## config.mk

```make
export PLATFORM = sky130hd
export DESIGN_NAME = sysid_timestamp_regs
export DESIGN_NICKNAME = d
export VERILOG_FILES = /design/src/rtl/sysid_timestamp_regs.sv
export SDC_FILE = /design/constraint.sdc
export NUM_CORES = 1
export LEC_CHECK = 0
export CAP_MARGIN = 10
export CORE_MARGIN = 4
export CORE_UTILIZATION = 50
export DETAILED_ROUTE_END_ITERATION = 12
export DONT_BUFFER_PORTS = 1
export SETUP_SLACK_MARGIN = 0.15
export SLEW_MARGIN = 20
export SYNTH_ARGS = -nofsm -noshare
export SYNTH_HDL_FRONTEND = slang
export SYNTH_SLANG_ARGS = --single-unit
```

## constraint.sdc

```tcl
create_clock -name clock -period 3.5 [get_ports clock]
set_input_delay 0 -clock clock [delete_from_list [all_inputs] [get_ports clock]]
set_output_delay 0 -clock clock [all_outputs]
set_load 0.005 [all_outputs]
```

## src/rtl/sysid_timestamp_regs.sv

```systemverilog
// sysid_timestamp_regs
// Avalon-MM register bank that reports the software build identity
// (system ID and build timestamp) together with live run-time information.
// The live information is a 64-bit uptime counter with a coherent hi/lo read,
// a seconds counter and a byte-writable scratch word. A control register
// clears the counters.
//
// Word map:
//   0 ID         RO  ID_VALUE
//   1 TIMESTAMP  RO  TIMESTAMP
//   2 UPTIME_LO  RO  uptime[31:0]; the same read snapshots uptime[63:32]
//   3 UPTIME_HI  RO  snapshot taken by the last UPTIME_LO read
//   4 SECONDS    RO  whole seconds counted by the CLK_HZ prescaler
//   5 SCRATCH    RW  byte-lane writable
//   6 CONTROL    WO  writedata[0]=1 clears uptime, prescaler and seconds
//   7+           reads 0, writes ignored
//
// Reads are accepted every cycle and answered one cycle later through
// readdata/readdatavalid. A read reflects state before any update made at the
// edge that accepts it.
//
// UPTIME_RESET is the value uptime takes on reset. It defaults to 0. A
// nonzero value lets a bench reach the 32-bit carry without simulating for
// billions of cycles. A clear always returns uptime to 0.

module sysid_timestamp_regs #(
  parameter logic [31:0] ID_VALUE      = 32'h0000_0000,
  parameter logic [31:0] TIMESTAMP     = 32'd1485992024,
  parameter logic [31:0] CLK_HZ        = 32'd50000000,
  parameter int unsigned ADDR_W        = 3,
  parameter logic [31:0] SCRATCH_RESET = 32'h0000_0000,
  parameter logic [63:0] UPTIME_RESET  = 64'h0
) (
  input  logic              clock,
  input  logic              reset,
  input  logic [ADDR_W-1:0] address,
  input  logic              read,
  input  logic              write,
  input  logic [31:0]       writedata,
  input  logic [3:0]        byteenable,
  output logic [31:0]       readdata,
  output logic              readdatavalid
);

  localparam logic [7:0] ADDR_ID        = 8'd0;
  localparam logic [7:0] ADDR_TIMESTAMP = 8'd1;
  localparam logic [7:0] ADDR_UPTIME_LO = 8'd2;
  localparam logic [7:0] ADDR_UPTIME_HI = 8'd3;
  localparam logic [7:0] ADDR_SECONDS   = 8'd4;
  localparam logic [7:0] ADDR_SCRATCH   = 8'd5;
  localparam logic [7:0] ADDR_CONTROL   = 8'd6;

  // The prescaler wraps after CLK_HZ cycles, so its terminal count is CLK_HZ-1.
  localparam logic [31:0] PRESC_TC = CLK_HZ - 32'd1;

  logic [63:0] uptime_q,        uptime_d;
  logic [31:0] presc_q,         presc_d;
  logic [31:0] seconds_q,       seconds_d;
  logic [31:0] hi_snap_q,       hi_snap_d;
  logic [31:0] scratch_q,       scratch_d;
  logic [31:0] readdata_q,      readdata_d;
  logic        readdatavalid_q, readdatavalid_d;

  logic [7:0]  addr_ext;
  logic        clear_hit;
  logic        sec_tick;
  logic [31:0] read_mux;

  // Widen the word address to 8 bits so decoding is the same for every ADDR_W.
  assign addr_ext = 8'(address);

  // Decode the clear strobe and the one-second tick from the current state.
  always_comb begin
    clear_hit = 1'b0;
    sec_tick  = 1'b0;
    if (write && (addr_ext == ADDR_CONTROL) && writedata[0]) begin
      clear_hit = 1'b1;
    end
    if (presc_q == PRESC_TC) begin
      sec_tick = 1'b1;
    end
  end

  // Select the read value from the registers as they stand before this edge.
  always_comb begin
    read_mux = 32'h0;
    case (addr_ext)
      ADDR_ID:        read_mux = ID_VALUE;
      ADDR_TIMESTAMP: read_mux = TIMESTAMP;
      ADDR_UPTIME_LO: read_mux = uptime_q[31:0];
      ADDR_UPTIME_HI: read_mux = hi_snap_q;
      ADDR_SECONDS:   read_mux = seconds_q;
      ADDR_SCRATCH:   read_mux = scratch_q;
      default:        read_mux = 32'h0;
    endcase
  end

  // Advance uptime, prescaler and seconds; a clear overrides every increment.
  always_comb begin
    uptime_d  = uptime_q + 64'd1;
    presc_d   = presc_q + 32'd1;
    seconds_d = seconds_q;
    if (sec_tick) begin
      presc_d   = 32'h0;
      seconds_d = seconds_q + 32'd1;
    end
    if (clear_hit) begin
      uptime_d  = 64'h0;
      presc_d   = 32'h0;
      seconds_d = 32'h0;
    end
  end

  // Merge enabled byte lanes of a SCRATCH write into the scratch word.
  always_comb begin
    scratch_d = scratch_q;
    if (write && (addr_ext == ADDR_SCRATCH)) begin
      for (int lane = 0; lane < 4; lane++) begin
        if (byteenable[lane]) begin
          scratch_d[8*lane +: 8] = writedata[8*lane +: 8];
        end
      end
    end
  end

  // Build the read response. An UPTIME_LO read also latches the upper word
  // from the same sample, which makes a following UPTIME_HI read coherent.
  always_comb begin
    readdata_d      = readdata_q;
    readdatavalid_d = 1'b0;
    hi_snap_d       = hi_snap_q;
    if (read) begin
      readdata_d      = read_mux;
      readdatavalid_d = 1'b1;
      if (addr_ext == ADDR_UPTIME_LO) begin
        hi_snap_d = uptime_q[63:32];
      end
    end
  end

  // State register; a synchronous reset also drops any read in flight.
  always_ff @(posedge clock) begin
    if (reset) begin
      uptime_q        <= UPTIME_RESET;
      presc_q         <= 32'h0;
      seconds_q       <= 32'h0;
      hi_snap_q       <= 32'h0;
      scratch_q       <= SCRATCH_RESET;
      readdata_q      <= 32'h0;
      readdatavalid_q <= 1'b0;
    end else begin
      uptime_q        <= uptime_d;
      presc_q         <= presc_d;
      seconds_q       <= seconds_d;
      hi_snap_q       <= hi_snap_d;
      scratch_q       <= scratch_d;
      readdata_q      <= readdata_d;
      readdatavalid_q <= readdatavalid_d;
    end
  end

  assign readdata      = readdata_q;
  assign readdatavalid = readdatavalid_q;

endmodule
```

### Yosys cells after proc, flatten, opt, wreduce, memory -nomap -nowiden

Cells that the tools add are included.

* latch bits: 0
* flip-flop bits (word level): 225
* memory bits (writable): 0
* bits in read-only memories: 0
* logic and storage cells: 34
* input bits: 43
* memories kept: 0

* $mul: 0
* reductions and logical operators: 10
* add/subtract/negate cells: 3
* eq/ne operators: 7
* mux-type cells: 4
* magnitude comparators: 0
* divide/modulo/power cells: 0
* shifts and indexed selects: 0
* bitwise operators: 0

Operators by type and width (number)
* $pmux W32 S5: 1
* $add A32 B1 Y32 const B: 2
* $add A64 B1 Y64 const B: 1
* $eq A32 B26 Y1 const B: 1
* $reduce_and A2 Y1: 5
* $eq A3 B3 Y1 const B: 3
* $eq A3 B2 Y1 const B: 2
* $eq A3 B1 Y1 const B: 1
* $logic_and A1 B1 Y1: 3
* $mux W1: 3
* $reduce_or A3 Y1: 1
* $reduce_or A2 Y1: 1

### Longest topological paths before layout

* depth in word-level cells: 5
* depth in mapped cells: 8

### Worst setup path after synthesis

Ideal clock, no wire load.

* path kind: reg-to-reg
* from: register seconds_q[0]
* to: register seconds_q[28]
* path buffers: 1
* arrival time: 2.317 ns
* slack: 1.112 ns
* cell stages (with the launch flop): 8
* period minus slack after synthesis: 2.388 ns
* data required time: 3.430 ns
* path through: dfxtp_1 -> ha_1 -> nand3_1 -> or4_1 -> or4_1 -> buf_1 -> or3_1 -> a21oi_1

* cells in the longest elaborated chain, start to end: 1

Ends and longest elaborated chain
* start, declared: line 58 `logic [31:0] seconds_q, seconds_d;`
* start signal, assigned: line 154 `seconds_q <= seconds_d;`
* $add A32 B1 Y32: line 105 `seconds_d = seconds_q + 32'd1;`

Every way passes these cells.
A chain may end at the register's enable or synchronous reset.

### Worst setup path after layout

* from: register uptime_q[0]
* to: register uptime_q[42]

* cells in the longest elaborated chain, start to end: 1

Ends and longest elaborated chain
* start, declared: line 56 `logic [63:0] uptime_q, uptime_d;`
* start signal, assigned: line 152 `uptime_q <= uptime_d;`
* $add A64 B1 Y64: line 100 `uptime_d = uptime_q + 64'd1;`

Every way passes these cells.

==> results.yml <==
critical_path:
  path_class: "flop to flop"
  cp_data_required_time_ps: 3910
  rr_endpoint: "uptime_q[42]$_SDFF_PP0_"
  arrival_ps: 3120
  regToRegSetupSlack_ps: 790
  rr_startpoint: "uptime_q[0]$_SDFF_PP0_"
  startpoint: "uptime_q[0]$_SDFF_PP0_"
  setup.worst_path.start_class: "flop"
  crit_fanout: 13
  end_kind: "flop"
  rr_worst_depth: 6
place:
  placedCellCount: 1428
  place.detailed.hpwl_mm: 18.00
  port-buffer-count: 0
  place_congestion: 0.8153
  placed_area_um2: 10400
floorplan:
  die_h_um: 150.9
  start_util_pct: 50.65
  pin_count: 76
  die_area_um2: 22780
  fp.dieW_um: 150.9
  fp.coreArea_um2: 20170
  rows: 52
clock_network:
  post_cts_buffers: 0
  clockBufferDepth: 3
  clk_latency_ps: 510
  cts_resized: 0
  htreeDepth: 1
  cts_tree: "done"
  cts_made_buffers: 25
  cts.sinks: 225
  clk_pin_slew_ps: 60
  ctsHoldBuffers: 46
  clock_tree.root_cell: "clkbuf_16"
sta:
  max_freq_mhz: 368.9
  post-route-period-util_pct: 77.46
  worstMarginPinSlew_ps: 1030
  relSlewSlack_pct: 31.10
  setup_viol: 0
  rsz0062_at_grt: "false"
  finalHoldViolations: 0
  finalMaxSlewViolations: 0
  fin_crit_ps: 2711
  skew_ps: 7.461
  setup_tns_ps: 0
logic_synthesis:
  synth-xor-area-share_pct: 6.602
  synth_adder_area_share_pct: 0.3675
  synth_edf_count: 0
  ys_warn_count: 0
  ys_seq_area_share_pct: 44.10
  ys_async_sr_fraction_pct: 0
  yosys.area_share.simple_pct: 26.85
  yosys-mux-area-fraction_pct: 4.936
  netlist_instances: 1218
  synth_area_um2: 10210
  synth_nets: 1264
  ys.flop_type: "dfxtp_1"
  synth-seq-cells: 225
  synth_top_family_by_area: "simple AND/OR/NAND/NOR gates"
  syn_avg_cell_area_um2: 8.387
  synth_compound_area_share_pct: 13.44
  synth_cell_types: 50
layout:
  finalNetCount: 1277
  design_area_um2: 11740
  drive_above_1_share_pct: 6.971
  fin_util_pct: 58.19
  fillers: 1869
  syn_to_final_growth_pct: 14.90
  stdcell_count: 1518
  diodes: 0
grt:
  grt_pass1_wl_mm: 43.34
  grt_max_degree: 99
  antenna_found_initial: 0
  grt_pass1_vias: 7920
  grt_util_all_layers_pct: 23.52
  grt_overflow: 0
worst_hold_path:
  hold_class: "input pin to flop"
  min_path_cells: 3
  min_to: "seconds_q[24]$_SDFFE_PP0N_"
  hp-start: "write"
route:
  avgViaCountPerCell: 5.722
  num_vias: 8686
  initialDrtViolationCount: 495
  ant_nets: 0
  routed_wirelength_mm: 27.76
  firstDrtPassIters: 5
  avgRoutedWirePerCell_um: 18.29
  route.detailed.drc: 0
power:
  finalPower_mw: 5.498
  powerDensity_nw_per_um2: 468.5
  ir_drop_mv: 0.2737
  power.leakage_nw: 4.059
status:
  status: "completed"
job:
  maxCapViolCount: 0
==> cell usage in the layout (no fill, tap or decap), drive strengths merged, types with 20 or more instances in the layout <==
cell	count
buf	20
xor2	25
a22o	21
nand4	41
nor4	29
clkbuf	34
nor3	23
xnor2	52
nor2	163
dfxtp	225
or3	33
mux2i	38
a21oi	114
nand3	49
dlygate4sd3	44
nor2b	35
o21ai	32
nand2	114
==> layer usage <==
metal | vias to the layer above | GRT usage, % | wire, µm
li1 | 4366 | - | -
met1 | 4065 | 34.23 | 13220
met2 | 223 | 36.95 | 12150
met3 | 32 | 4.309 | 2016
met4 | 0 | 4.125 | 380
met5 | - | 0 | 0
==> sequential cells by signal (all words and copies together) (netlist names) <==
register       flops
readdatavalid      1
presc_q           32
seconds_q         32
hi_snap_q         32
uptime_q          64
readdata          32
scratch_q         32
==> synth_stat cells, drive strengths merged (2+ instances only) <==
cell,count,area (µm²)
xor2,25,219.0
xnor2,52,455.4
a22o,21,183.9
o21ai,32,160.2
a31o,3,26.28
a21oi,114,570.6
buf,7,48.79
nor4b,2,17.52
mux2i,38,380.4
mux2,11,123.9
nand2,114,427.9
nor2b,35,219.0
nor4,29,187.7
dfxtp,225,4504
a22oi,12,90.09
ha,3,37.54
nor2,163,611.8
clkbuf,71,266.5
or2,3,18.78
nand3,49,245.2
nand4,41,269.0
o31ai,3,22.52
nand2b,9,56.30
o22ai,11,68.82
nor3,23,115.1
or3,33,206.5
inv,17,63.81
and4,12,105.1
or4,18,150.1
and2,6,37.54
and3,5,31.28
a221o,19,190.2
==> power by group <==
| group | internal [mW] | switching [mW] | total (mW) |
|---|---|---|---|
| Combinational | 0.0775 | 0.136 | 0.213 |
| Sequential | 2.58 | 0.0126 | 2.59 |
| Clock | 1.65 | 1.05 | 2.70 |
| Total | 4.30 | 1.19 | 5.50 |
==> cells by family (layout without fill, tap and decap cells) <==
group,count (synthesis),count (layout)
adders and majority gates,3,3
DFF,225,225
muxes,49,49
AOI/OAI and AO/OA,222,222
and+or+nand+nor,547,547
xor gates and xnor gates,77,77
buffers and inverters,95,125
==> final cells by class <==
class	instances	area [µm²]	share of cell area, %
Multi-Input combinational cell	898	5348	45.56
Sequential cell	225	4504	38.38
Clock buffer	34	719.4	6.130
Timing Repair Buffer	64	635.6	5.416
Tap cell	270	337.8	2.878
Clock inverter	10	127.6	1.087
Inverter	17	63.81	0.5437
==> worst max-delay path, cell delays in order, from the launching register on <==
cell and delay, ps:
dfxtp_1 410, ha_1 230, nand3_1 200, or4_1 760, nor3_1 620, a21oi_1 140, a31o_2 230
==> through the flow <==
step	setup slack (ps)	hold slack, ps
global route	640.5	11.88
detailed placement	810.4	83.64
global placement	868.8	80.81
finish	788.9	12.30
CTS	807.3	2.138
floorplan	1112	143.9
==> worst max path at each step <==
stage	slack, ps	to	cells after the start
after floorplan	1110	seconds_q[28]$_SDFFE_PP0N_	7
after global placement	870	seconds_q[29]$_SDFFE_PP0N_	5
after detailed placement	810	uptime_q[42]$_SDFF_PP0_	6
after CTS	810	uptime_q[42]$_SDFF_PP0_	6
after global routing	640	uptime_q[42]$_SDFF_PP0_	6
final	790	uptime_q[42]$_SDFF_PP0_	6
(Power assumes the default switching activity.)
